## src/rtl/serial_word_loader_if.sv

```systemverilog
// Serial frame input and parallel word output bundle for serial_word_loader.
// master: stream source / register side; slave: the loader itself.
interface serial_word_loader_if #(
    parameter int WIDTH = 4
);
    logic             sin;
    logic             sin_valid;
    logic [WIDTH-1:0] dout;
    logic             load_en;
    logic             frame_err;
    logic             busy;

    modport master (
        output sin,
        output sin_valid,
        input  dout,
        input  load_en,
        input  frame_err,
        input  busy
    );

    modport slave (
        input  sin,
        input  sin_valid,
        output dout,
        output load_en,
        output frame_err,
        output busy
    );
endinterface

```

## src/rtl/serial_word_loader.sv

```systemverilog
// Deframes start/WIDTH data (LSB-first)/stop serial frames into a word.
// Ports: clk, rst (async high), bus (slave): sin/sin_valid in; dout/load_en/frame_err/busy out.
module serial_word_loader #(
    parameter int WIDTH = 4
) (
    input  logic                clk,
    input  logic                rst,
    serial_word_loader_if.slave bus
);
    localparam int CW = $clog2(WIDTH + 1);
    localparam logic [CW-1:0] LAST = CW'(WIDTH - 1);

    typedef enum logic [1:0] {
        IDLE,
        DATA,
        STOP
    } state_t;

    state_t           state;
    state_t           state_nx;
    logic [WIDTH-1:0] shreg;
    logic [WIDTH-1:0] shreg_nx;
    logic [WIDTH-1:0] dout_q;
    logic [WIDTH-1:0] dout_nx;
    logic [CW-1:0]    cnt;
    logic [CW-1:0]    cnt_nx;
    logic             load_q;
    logic             load_nx;
    logic             err_q;
    logic             err_nx;

    always_ff @(posedge clk or posedge rst) begin
        if (rst) begin
            state  <= IDLE;
            shreg  <= '0;
            cnt    <= '0;
            dout_q <= '0;
            load_q <= 1'b0;
            err_q  <= 1'b0;
        end else begin
            state  <= state_nx;
            shreg  <= shreg_nx;
            cnt    <= cnt_nx;
            dout_q <= dout_nx;
            load_q <= load_nx;
            err_q  <= err_nx;
        end
    end

    always_comb begin
        state_nx = state;
        shreg_nx = shreg;
        cnt_nx   = cnt;
        dout_nx  = dout_q;
        load_nx  = 1'b0;
        err_nx   = 1'b0;
        if (bus.sin_valid) begin
            unique case (state)
                IDLE: begin
                    if (!bus.sin) begin
                        state_nx = DATA;
                        cnt_nx   = '0;
                    end
                end
                DATA: begin
                    // New bit enters at the MSB so the first bit ends at bit 0.
                    shreg_nx = {bus.sin, shreg[WIDTH-1:1]};
                    cnt_nx   = cnt + 1'b1;
                    if (cnt == LAST) begin
                        state_nx = STOP;
                    end
                end
                STOP: begin
                    // A 0 here is a bad stop bit, never a new start bit.
                    if (bus.sin) begin
                        dout_nx = shreg;
                        load_nx = 1'b1;
                    end else begin
                        err_nx = 1'b1;
                    end
                    state_nx = IDLE;
                end
                default: state_nx = IDLE;
            endcase
        end
    end

    assign bus.dout      = dout_q;
    assign bus.load_en   = load_q;
    assign bus.frame_err = err_q;
    assign bus.busy      = (state != IDLE);
endmodule

```

## src/flat_wrapper.sv

```systemverilog
// flat-port wrapper written by rule: the top's interface ports become plain ports
module serial_word_loader_flat 
#(
    parameter int WIDTH = 4
)
  (clk, rst, bus_sin, bus_sin_valid, bus_dout, bus_load_en, bus_frame_err, bus_busy);
  serial_word_loader_if #(.WIDTH(WIDTH)) bus_i ();
  input  logic clk;
  input  logic rst;
  input wire logic [$bits(bus_i.sin)-1:0] bus_sin;
  input wire logic [$bits(bus_i.sin_valid)-1:0] bus_sin_valid;
  output wire logic [$bits(bus_i.dout)-1:0] bus_dout;
  output wire logic [$bits(bus_i.load_en)-1:0] bus_load_en;
  output wire logic [$bits(bus_i.frame_err)-1:0] bus_frame_err;
  output wire logic [$bits(bus_i.busy)-1:0] bus_busy;
  assign bus_i.sin = bus_sin;
  assign bus_i.sin_valid = bus_sin_valid;
  assign bus_dout = bus_i.dout;
  assign bus_load_en = bus_i.load_en;
  assign bus_frame_err = bus_i.frame_err;
  assign bus_busy = bus_i.busy;
  serial_word_loader #(.WIDTH(WIDTH)) u_core (.clk(clk), .rst(rst), .bus(bus_i));
endmodule
```

## config.mk

```make
export PLATFORM = sky130hd
export DESIGN_NAME = serial_word_loader_flat
export DESIGN_NICKNAME = d
export VERILOG_FILES = /design/src/rtl/serial_word_loader_if.sv /design/src/rtl/serial_word_loader.sv /design/src/flat_wrapper.sv
export SDC_FILE = /design/constraint.sdc
export NUM_CORES = 1
export LEC_CHECK = 0
export BUFFER_PORTS_ARGS = -buffer_cell sky130_fd_sc_hd__buf_4
export CAP_MARGIN = 20
export CORE_AREA = 2 2 39 41
export DETAILED_ROUTE_END_ITERATION = 16
export DIE_AREA = 0 0 41 43
export MAX_ROUTING_LAYER = met4
export PLACE_DENSITY = 0.71
export SYNTH_ARGS = -nofsm -noshare
export SYNTH_HDL_FRONTEND = slang
export SYNTH_SLANG_ARGS = --single-unit
```

## constraint.sdc

```tcl
create_clock -name clk -period 3.4 [get_ports clk]
set_input_delay 0.51 -clock clk [delete_from_list [all_inputs] [get_ports clk]]
set_output_delay 0.51 -clock clk [all_outputs]
set_load 0.05 [all_outputs]
```

# Yosys cells after proc, flatten, opt, wreduce, memory -nomap -nowiden
# Index checks and enable logic that the tools add are counted.
[word_totals] regBits=15 inputBits=4
[classes] add_sub_neg=1 n_eq_ne=5 mux=11 n_reduce_logical=7
[ops] op="$reduce_and 3->1" n=3
[ops] op="$mux 1" n=6
[ops] op="$pmux 3 s2" n=1
[ops] op="$mux 2" n=2
[ops] op="$pmux 2 s2" n=1
[ops] op="$reduce_bool 2->1" n=2
[ops] op="$add 3x1->3 const B" n=1
[ops] op="$eq 3x2->1 const B" n=1
[ops] op="$mux 3" n=1
[ops] op="$eq 2x1->1 const B" n=1
[ops] op="$eq 2x2->1 const B" n=1
[ops] op="$logic_not 2->1" n=1
[ops] op="$ne 2x1->1 const B" n=1
[ops] op="$ne 2x2->1 const B" n=1
[ops] op="$reduce_and 2->1" n=1

# Logic depth before layout (Yosys ltp)
# Gate-level depths: netlist (run 1).
[logic_depth] word_depth=3 depth_mapped=5

# Worst setup path after synthesis (run 1)
# Ideal clock, no wire load.
[synth_timing] path_kind="input to register" start="in bus_sin_valid" end="reg u_core.dout_q[0], in the netlist u_core.bus.dout[0]" setup_time_ns=0.125 arrival_ns=1.449 required_ns=3.275 setup_slack_ns=1.826 path_stages=4 path_buffers=1 cell_sequence="inv_1 or4_4 buf_6 mux2_4"
[synth_between] elab_chain_len=1
[synth_rtl] element="from (decl)" line="flat_wrapper.sv:11" text="input wire logic [$bits(bus_i.sin_valid)-1:0] bus_sin_valid;"
[synth_rtl] element="$reduce_and 3->1 (no source line)"
[synth_rtl] element="to (signal assigned)" line="serial_word_loader.sv:44" text="dout_q <= dout_nx;"
[synth_rtl] element="to (decl)" line="serial_word_loader.sv:23" text="logic [WIDTH-1:0] dout_q;"
# No other way between the ends.
# A chain may end at the register's enable or synchronous reset.

# Worst setup path in the final report (run 1)
[layout_timing] start="reg u_core.state[0]" end="out bus_busy"
[layout_between] elab_chain_len=1
[layout_rtl] element="from (decl)" line="serial_word_loader.sv:19" text="state_t state;"
[layout_rtl] element="from (signal assigned)" line="serial_word_loader.sv:41" text="state <= state_nx;"
[layout_rtl] element="$reduce_bool 2->1" line="serial_word_loader.sv:91" text="assign bus.busy = (state != IDLE);"
[layout_rtl] element="to (decl)" line="flat_wrapper.sv:15" text="output wire logic [$bits(bus_i.busy)-1:0] bus_busy;"
# No other way between the ends.

==> results of run 1 <==
placed cells by master (no fill, tap or decap):
master and count:
ha_1 2, inv_2 1, inv_1 6, or4_4 1, o21ai_0 2, dfrtp_1 15, mux2_4 4, clkbuf_4 3
a22o_1 2, and2_1 1, nand2_1 1, mux2_2 5, and2b_2 1, clkbuf_1 1, nor4_1 1, a22o_2 1
o41ai_1 1, or2_2 1, buf_4 10
layout make-up:
class | count | area [µm²] | share of cell area, %
multi-input cells | 23 | 230 | 30.6
clock buffers | 4 | 26.3 | 3.49
repair buffers | 10 | 75.1 | 9.97
flip-flops and latches | 15 | 375 | 49.8
well taps | 16 | 20.0 | 2.66
inverters | 7 | 26.3 | 3.49
stage by stage:
step | worst slack (ns) | utilization [%]
global placement | 1.77 | 52.5
CTS | 1.66 | 54.4
detailed placement | 1.75 | 52.5
floorplan | 1.83 | -
global route | 1.62 | 54.4
finish | 1.67 | 54.4
worst reg2reg max path, delay by kind of cell (launching register included):
| kind | cells | cell delay [ns] |
|---|---|---|
| AND/OR/NAND/NOR | 1 | 0.57 |
| flip-flops | 1 | 0.44 |
| multiplexers | 1 | 0.32 |
| buffers and inverters | 1 | 0.05 |
power breakdown:
group | internal (W) | total, W | switching (W)
sequential | 0.000242 | 0.000288 | 0.0000463
clock | 0.0000456 | 0.0000994 | 0.0000539
combinational | 0.000117 | 0.000253 | 0.000135
state kept, by name, indices dropped and copies added, names as in the netlist:
name                  count
u_core.bus.dout           4
u_core.shreg              4
u_core.cnt                3
u_core.state              2
u_core.bus.frame_err      1
u_core.bus.load_en        1
logic make-up (layout without fill, tap and decap cells):
logic type / count (synthesis) / after routing
DFF: 15 / 15
muxes: 9 / 9
buffers and inverters: 9 / 21
AOI/OAI and AO/OA: 6 / 6
and+or+nand+nor: 6 / 6
adders and majority gates: 2 / 2
metal layers:
metal  wire [µm]  vias up
met5           0        -
met4          36        0
met3          48        5
met2         439        8
met1         425      178
li1            -      188
synthesized netlist by cell type:
library cell	count
ha_1	2
o21ai_0	2
or4_4	1
or2_2	1
a22o_2	1
and2_1	1
and2b_2	1
o41ai_1	1
nand2_1	1
a22o_1	2
inv_2	1
buf_2	1
dfrtp_1	15
mux2_2	5
mux2_4	4
buf_6	1
nor4_1	1
inv_1	6
final timing paths:
| path | start | to | slack, ns | cells past startpoint |
|---|---|---|---|---|
| hold / removal | rst | u_core.state[1] | 0.28 | 2 |
| hold reg to reg | u_core.cnt[2] | u_core.cnt[2] | 0.51 | 1 |
| min in group clk | bus_sin | u_core.bus.frame_err | 0.40 | 2 |
| max in group asynchronous | rst | u_core.bus.dout[2] | 2.75 | 2 |
| setup reg to reg | u_core.state[1] | u_core.bus.dout[0] | 1.90 | 3 |
| setup / recovery | u_core.state[0] | bus_busy | 1.67 | 2 |
==> metrics.md, run 1 <==
| Metric | Value |
|---|---|
| Status | `finished clean` |
| Clock Skews | `0.00335 ns` |
| Fillers | `118` |
| Sequential element share of the synthesized area | `57.9%` |
| Clock transition at path regs | `0.08 ns` |
| DIE HEIGHT | `43 µm` |
| Max H-tree Level | `1` |
| Diodes inserted | `0` |
| FF+latch count, synth | `15` |
| Unrepaired setup endpoints after global routing | `false` |
| Minimum clock period after layout | `1.73 ns` |
| Hold Path Class | `primary input to asynchronous set/reset pin` |
| Setup violators final | `0` |
| Slowest stage delay, CP | `0.44 ns` |
| Worst Path Required | `2.89 ns` |
| Worst Tran Pin Value | `0.564 ns` |
| DPL Wire Length | `745 µm` |
| Remaining global-route overflow | `0` |
| Initial antenna violation count | `0` |
| Buf+Inv Stages, Crit Path | `1` |
| Global-route wire length before repair | `1640 µm` |
| Post-synthesis mux area share | `18.0%` |
| I/O pin cnt | `11` |
| Crit. End Element | `primary output` |
| Clock tree sinks | `15` |
| GRT met3 Usage | `6.28%` |
| Die area | `1760 µm²` |
| Hold Buf Count CTS | `0` |
| CTS Buf Count | `3` |
| GRT Util Overall | `15.6%` |
| Detailed-route wire length per cell | `12.7 µm` |
| Largest family of logic cells by synthesized area | `multiplexers` |
| Worst EP arrival | `1.22 ns` |
| Placer Congestion | `0.624` |
| I/O Buffers | `10` |
| Post-synthesis simple-gate area fraction | `6.56%` |
| GR peak layer | `met2` |
| Placed insts | `71` |
| Post-Syn Instances | `47` |
| Netlist cell types | `18` |
| Layout Cells excl Fill | `75` |
| XOR/XNOR share of the synthesized area | `0%` |
| Post CTS Setup Buffer Count | `0` |
| CTS tree | `built` |
| Pwr/cell area | `851 nW/µm²` |
| Worst path slowest cell | `dfrtp_1` |
| Cell Area, Synth | `648 µm²` |
| Startpoint Class | `flop` |
| Relative slew slack | `62.4%` |
| Leak pwr | `0.400 nW` |
| Layout area overhead | `16.2%` |
| Initial Utilization | `46.8%` |
| Core ar. | `1380 µm²` |
| Drt pass-1 iters | `1` |
| Pin count of the biggest net entering global routing | `16` |
| Critical path's top delay family | `flip-flops` |
| Critical path class | `flop to primary output` |
| Post-DRT Antenna Nets | `0` |
| Die Width | `41 µm` |
| Post-DP Area | `727 µm²` |
| CTS Root Cell | `clkbuf_4` |
| Starting DRT DRC Count | `0` |
| GRT met1 Usage | `18.4%` |
| Setup TNS | `0 ns` |
| Achievable clock frequency | `579 MHz` |
| Fin Hold WS | `0.276 ns` |
| Compound-Gate Fraction of Synth Area | `7.14%` |
| CTS resizes | `0` |
| DRT Wirelength | `949 µm` |
| Max Slew Vio Count | `0` |
| Crit share post-route | `50.8%` |
| Synth Net Count | `53` |
| Proportion of layout cells with a drive suffix above 1 | `45.8%` |
| Peak VDD IR | `379 µV` |
| Crit-path max FO | `7` |
| Post-route cell area | `753 µm²` |
| Vias | `379` |
| Yosys top cell area share | `57.9%` |
| Clk_lat worst skew | `0.28 ns` |
| Longest Clk Path Bufs | `2` |
| YS warnings | `0` |
| Design Power | `0.000641 W` |
| Layout Nets | `66` |
| Ranking of synthesized cells by area | `dfrtp_1 58%, mux2_4 9.3%, mux2_2 8.7%` |
| Adder-cell share of the synthesized area | `3.86%` |
| Syn_area_per_cell | `13.8 µm²` |
| Met2 Usage GRT | `20.3%` |
| Hold Vio Cnt, Final | `0` |
| Residual DRC | `0` |
| Cell Rows | `14` |
| Vias/cell | `5.05` |
| Vias in the first global route | `367` |
| Sequence of cells on the critical path | `or2_2, buf_4` |
| Max-Cap Viols | `0` |
| Leading area contributor after synthesis | `dfrtp_1` |
(Power assumes the default switching activity.)
==> run 2, diff against run 1 <==
CORE_AREA = not set   (was 2 2 39 41)
CORE_UTILIZATION = 46   (was not set)
DIE_AREA = not set   (was 0 0 41 43)
PLACE_DENSITY = 0.7   (was 0.71)
clock period = 1.4 ns   (was 3.4 ns; I/O delays follow)
==> run 2 against run 1 <==
Net effect:
- the flow now finishes with violations (negative setup slack)
- combinational power grew to 2.9 times the previous value
- hold slack got worse by 0.083 ns
- total power grew to 2.6 times the previous value
- critical path type is now flop to flop
- largest power group is now combinational cells
==> metrics.md, run 2 (synthesis results as in run 1) <==
| Metric | Value |
|---|---|
| Clock transition at path regs | `0.09 ns` |
| Die area | `1560 µm²` |
| Post-DRT Antenna Nets | `0` |
| Starting DRT DRC Count | `2` |
| Max Slew Vio Count | `0` |
| Setup ws final | `-0.0358 ns` |
| Post-DP Area | `763 µm²` |
| Fillers | `106` |
| Comb power frac | `43.5%` |
| Unrepaired setup endpoints after global routing | `true` |
| Hold Path Class | `primary input to flop` |
| GRT Util Overall | `18.1%` |
| Detailed-route wire length per cell | `13.2 µm` |
| Initial antenna violation count | `0` |
| Max-Cap Viols | `0` |
| Sequence of cells on the critical path | `inv_2, or4_4, mux2_4` |
| Vias/cell | `4.99` |
| Minimum clock period after layout | `1.44 ns` |
| I/O pin cnt | `11` |
| Leak pwr | `0.446 nW` |
| Critical path class | `flop to flop` |
| Commonest non-fill, non-tap cells in the layout | `15 x buf_4, 15 x dfrtp_1, 6 x inv_1, 5 x mux2_2, 4 x mux2_4` |
| Core ar. | `1300 µm²` |
| Slowest stage delay, CP | `0.54 ns` |
| Pin count of the biggest net entering global routing | `16` |
| Clock Skews | `0.000576 ns` |
| Drt pass-1 iters | `3` |
| I/O Buffers | `10` |
| Layout Nets | `74` |
| Worst EP arrival | `1.61 ns` |
| CTS Root Cell | `clkbuf_4` |
| Hold_sp | `bus_sin` |
| CTS tree | `built` |
| Layout area overhead | `28.4%` |
| Psw | `0.000602 W` |
| Power share of the sequential group | `41.9%` |
| Crit-path max FO | `5` |
| Longest Clk Path Bufs | `2` |
| Status | `finished with violations` |
| Initial Utilization | `49.8%` |
| DIE HEIGHT | `39.5 µm` |
| Startpoint Class | `flop` |
| Switching Share | `36.0%` |
| Relative slew slack | `62.7%` |
| Worst Setup SP | `u_core.state[1]` |
| Worst Path Required | `1.58 ns` |
| Post-route cell area | `832 µm²` |
| Worst path slowest cell | `or4_4` |
| Residual DRC | `0` |
| Diodes inserted | `0` |
| Die Width | `39.5 µm` |
| Clock tree sinks | `15` |
| Setup violators final | `5` |
| Peak VDD IR | `1150 µV` |
| Placer Congestion | `0.726` |
| Hold Vio Cnt, Final | `0` |
| Clock power share | `14.6%` |
| Pre-CTS WS | `-0.0278 ns` |
| Failing checks | `negative setup slack` |
| Remaining global-route overflow | `0` |
| Pwr/cell area | `2010 nW/µm²` |
| DRT Wirelength | `1080 µm` |
| DPL Wire Length | `753 µm` |
| Cell Rows | `13` |
| Reg2Reg Launch Point | `u_core.state[1]` |
| Vias | `409` |
| CTS Buf Count | `3` |
| Global-route wire length before repair | `1770 µm` |
| Worst Tran Pin Value | `0.560 ns` |
| Int Pwr | `0.00107 W` |
| Critical path's top delay family | `simple AND/OR/NAND/NOR gates` |
| Proportion of layout cells with a drive suffix above 1 | `53.7%` |
| Max H-tree Level | `1` |
| Crit share post-route | `103%` |
| Buf+Inv Stages, Crit Path | `1` |
| Achievable clock frequency | `696 MHz` |
| Placed insts | `75` |
| Layout Cells excl Fill | `82` |
| Vias in the first global route | `408` |
| Clk_lat worst skew | `0.28 ns` |
| Crit. End Element | `flop` |
[run 2: changes by cell type in the layout (fill, tap and decap cells not counted), sizes merged]
| cell | delta |
|---|---|
| buf | +7 |
| clkbuf | -1 |
| clkinv | +1 |
| dlygate4sd3 | +1 |
[run 2: final timing paths]
kind | end | slack, ns | depth (start not counted)
min in group asynchronous | u_core.bus.load_en | 0.53 | 3
hold / removal | u_core.bus.frame_err | 0.19 | 3
hold reg to reg | u_core.cnt[2] | 0.51 | 1
max in group asynchronous | u_core.bus.dout[0] | 0.50 | 3
setup reg to reg | u_core.bus.dout[0] | -0.04 | 3
setup / recovery | u_core.bus.dout[0] | -0.04 | 3
[run 2: timing repair]
| item | CTS | global route |
|---|---|---|
| buffers inserted | 1 | 1 |
| setup endpoints to repair | 5 | 9 |
| hold buffers | 1 | 0 |
| hold endpoints to repair | 15 | 0 |
| gates cloned | 0 | 0 |
| resized for setup | 5 | 1 |
| pin swaps | 1 | 0 |
[run 2: worst min-delay path: cells and delay by family]
kind                   cells  cell delay [ns]
buffers and inverters      2             0.18
and+or+nand+nor            1             0.05
[run 2: routing by layer]
metal / GRT usage (%) / share of wire (%) / up-vias / wire length [µm]
met1: 22.2 / 46 / 194 / 492
met2: 27.9 / 48 / 11 / 520
met5: - / 0 / - / 0
met4: 10.3 / 2.0 / 0 / 22
li1: - / - / 200 / -
met3: 3.41 / 4.3 / 4 / 46
[run 2: power groups by stage]
stage / combinational, W / clock (W) / sequential [W]
4_1_cts: 0.000718 / 0.000249 / 0.000701
3_5_place_dp: 0.000656 / 0 / 0.000708
6_report: 0.000727 / 0.000244 / 0.000702
3_3_place_gp: 0.000641 / 0 / 0.000703
5_1_grt: 0.000788 / 0.000265 / 0.000726
2_1_floorplan: 0.000376 / 0 / 0.000796
[run 2: per-stage QoR]
stage               total power, W  util (%)  hold WS [ns]  TNS (ns)
floorplan                  0.00117         -         0.111    -0.290
global placement           0.00134      58.7         0.294   -0.0455
detailed placement         0.00136      58.7         0.302   -0.0880
CTS                        0.00167      63.3         0.188    -0.106
global route               0.00178      63.9         0.195    -0.277
finish                     0.00167      63.9         0.193    -0.153
[run 2: final cells by class]
cell class / instances / area (µm²) / area share [%]
clock buffers: 3 / 22.5 / 2.71
inverters: 7 / 26.3 / 3.16
flip-flops and latches: 15 / 375 / 45.1
clock inverters: 1 / 5.00 / 0.602
well taps: 15 / 18.8 / 2.26
repair buffers: 18 / 149 / 17.9
multi-input cells: 23 / 235 / 28.3
==> run 3, diff against run 2 <==
clock period = 1.3 ns   (was 1.4 ns; I/O delays follow)
==> run 3 against run 2 <==
Net effect:
- total power is 18% higher
- critical path type unchanged
- global-route usage is 1.1 points higher
- maximum frequency is 2.4% lower
- combinational power is 30% higher
- the flow still finishes with violations (negative setup slack)
- wire length is 12% higher
==> metrics.md, run 3 (synthesis results as in run 1) <==
| Metric | Value |
|---|---|
| Remaining global-route overflow | `0` |
| Minimum clock period after layout | `1.47 ns` |
| CTS tree | `built` |
| Setup violators final | `6` |
| Starting DRT DRC Count | `3` |
| I/O Buffers | `10` |
| Critical path class | `flop to flop` |
| DPL Wire Length | `826 µm` |
| Placer Congestion | `0.641` |
| Proportion of layout cells with a drive suffix above 1 | `55.1%` |
| Setup ws final | `-0.172 ns` |
| Worst Tran Pin Value | `0.547 ns` |
| Vias in the first global route | `416` |
| Worst Setup SP | `u_core.state[1]` |
| Max Slew Vio Count | `0` |
| Post-route cell area | `873 µm²` |
| Relative slew slack | `63.5%` |
| CTS Buf Count | `3` |
| Clock tree sinks | `15` |
| I/O pin cnt | `11` |
| Achievable clock frequency | `680 MHz` |
| Worst Path Required | `1.47 ns` |
| Max-Cap Viols | `0` |
| Status | `finished with violations` |
| Post-DRT Antenna Nets | `0` |
| Commonest non-fill, non-tap cells in the layout | `16 x buf_4, 15 x dfrtp_1, 8 x mux2_4, 6 x inv_1, 3 x clkbuf_4` |
| Die area | `1560 µm²` |
| Cell Rows | `13` |
| Worst EP arrival | `1.64 ns` |
| Failing checks | `negative setup slack` |
| Vias/cell | `4.88` |
| Peak VDD IR | `1050 µV` |
| Layout Nets | `76` |
| Crit share post-route | `113%` |
| Post-DP Area | `778 µm²` |
| Hold_sp | `bus_sin` |
| Hold Path Class | `primary input to flop` |
| Pin count of the biggest net entering global routing | `16` |
| Clock transition at path regs | `0.10 ns` |
| Drt pass-1 iters | `3` |
| Crit-path max FO | `5` |
| Startpoint Class | `flop` |
| Reg2Reg Launch Point | `u_core.state[1]` |
| Initial Utilization | `49.8%` |
| Core ar. | `1300 µm²` |
| DRT Wirelength | `1210 µm` |
| Crit. End Element | `flop` |
| Max H-tree Level | `1` |
| Layout area overhead | `34.7%` |
| CTS Root Cell | `clkbuf_4` |
| Detailed-route wire length per cell | `14.4 µm` |
| Vias | `410` |
| Residual DRC | `0` |
| Leak pwr | `0.480 nW` |
| Commonest non-fill, non-tap cell in the layout | `buf_4` |
| Clock Skews | `0.00681 ns` |
| Clk_lat worst skew | `0.28 ns` |
| Design Power | `0.00197 W` |
| Initial antenna violation count | `0` |
| Unrepaired setup endpoints after global routing | `true` |
| Diodes inserted | `0` |
| GRT Util Overall | `19.2%` |
| Die Width | `39.5 µm` |
| DIE HEIGHT | `39.5 µm` |
| Pwr/cell area | `2260 nW/µm²` |
| Hold Vio Cnt, Final | `0` |
| Global-route wire length before repair | `1840 µm` |
| Longest Clk Path Bufs | `2` |
==> run 3: cell count changes in the layout (fill, tap and decap cells not counted) <==
cell	previous run	this run
o21ai_0	2	1
mux2_2	5	1
a22o_4	0	1
mux2_4	4	8
a22o_2	1	0
o21ai_1	0	1
buf_6	1	2
buf_4	15	16
==> run 3: path summary, 6_finish.rpt <==
kind                       depth (start not counted)                    to  slack [ns]
setup reg to reg                                   3    u_core.bus.dout[2]       -0.17
hold / removal                                     3  u_core.bus.frame_err        0.17
setup / recovery                                   3    u_core.bus.dout[2]       -0.17
min in group asynchronous                          3  u_core.bus.frame_err        0.51
hold reg to reg                                    1    u_core.bus.dout[0]        0.52
max in group asynchronous                          3    u_core.bus.dout[0]        0.42
==> run 3: metal layers <==
metal | vias to the layer above | wire length [µm] | GRT usage [%] | part of all wire, %
met5 | - | 0 | - | 0
met4 | 0 | 19 | 7.76 | 1.6
met3 | 2 | 53 | 5.68 | 4.4
met2 | 10 | 564 | 30.3 | 47
met1 | 194 | 570 | 22.8 | 47
li1 | 204 | - | - | -
==> run 3: area by class of cell <==
| type | instances | area (µm²) |
|---|---|---|
| clock inverters | 1 | 5.00 |
| repair buffers | 20 | 168 |
| flip-flops and latches | 15 | 375 |
| clock buffers | 3 | 22.5 |
| multi-input cells | 23 | 258 |
| inverters | 7 | 26.3 |
| fillers | 100 | 428 |
| well taps | 15 | 18.8 |
==> run 3: timing repair <==
item,CTS,global route
buffers inserted,2,0
endpoints found under the setup margin,13,13
gates resized for setup,7,6
pin swaps,1,3
hold buffers,1,0
hold endpoints to repair,15,0
==> run 3: power by group <==
part / internal (W) / switching, W / total (W)
clock network: 0.000114 / 0.000153 / 0.000267
logic: 0.000514 / 0.000433 / 0.000948
registers: 0.000633 / 0.000123 / 0.000757
==> run 3: through the flow <==
step                util (%)  TNS, ns  setup slack [ns]  cells  hold slack (ns)
CTS                     65.4   -0.803            -0.171     84            0.159
finish                  67.1   -0.821            -0.172     84            0.172
global placement        59.8   -0.602            -0.109     77            0.277
global route            67.1    -1.01            -0.197     84            0.173
detailed placement      59.8   -0.801            -0.129     77            0.279
floorplan                  -   -0.690            -0.173     47           0.0965
==> run 3: worst max-delay path, stage by stage, from the launching register on <==
cell	delay (ns)
dfrtp_1	0.42
inv_2	0.05
or4_4	0.57
mux2_4	0.32
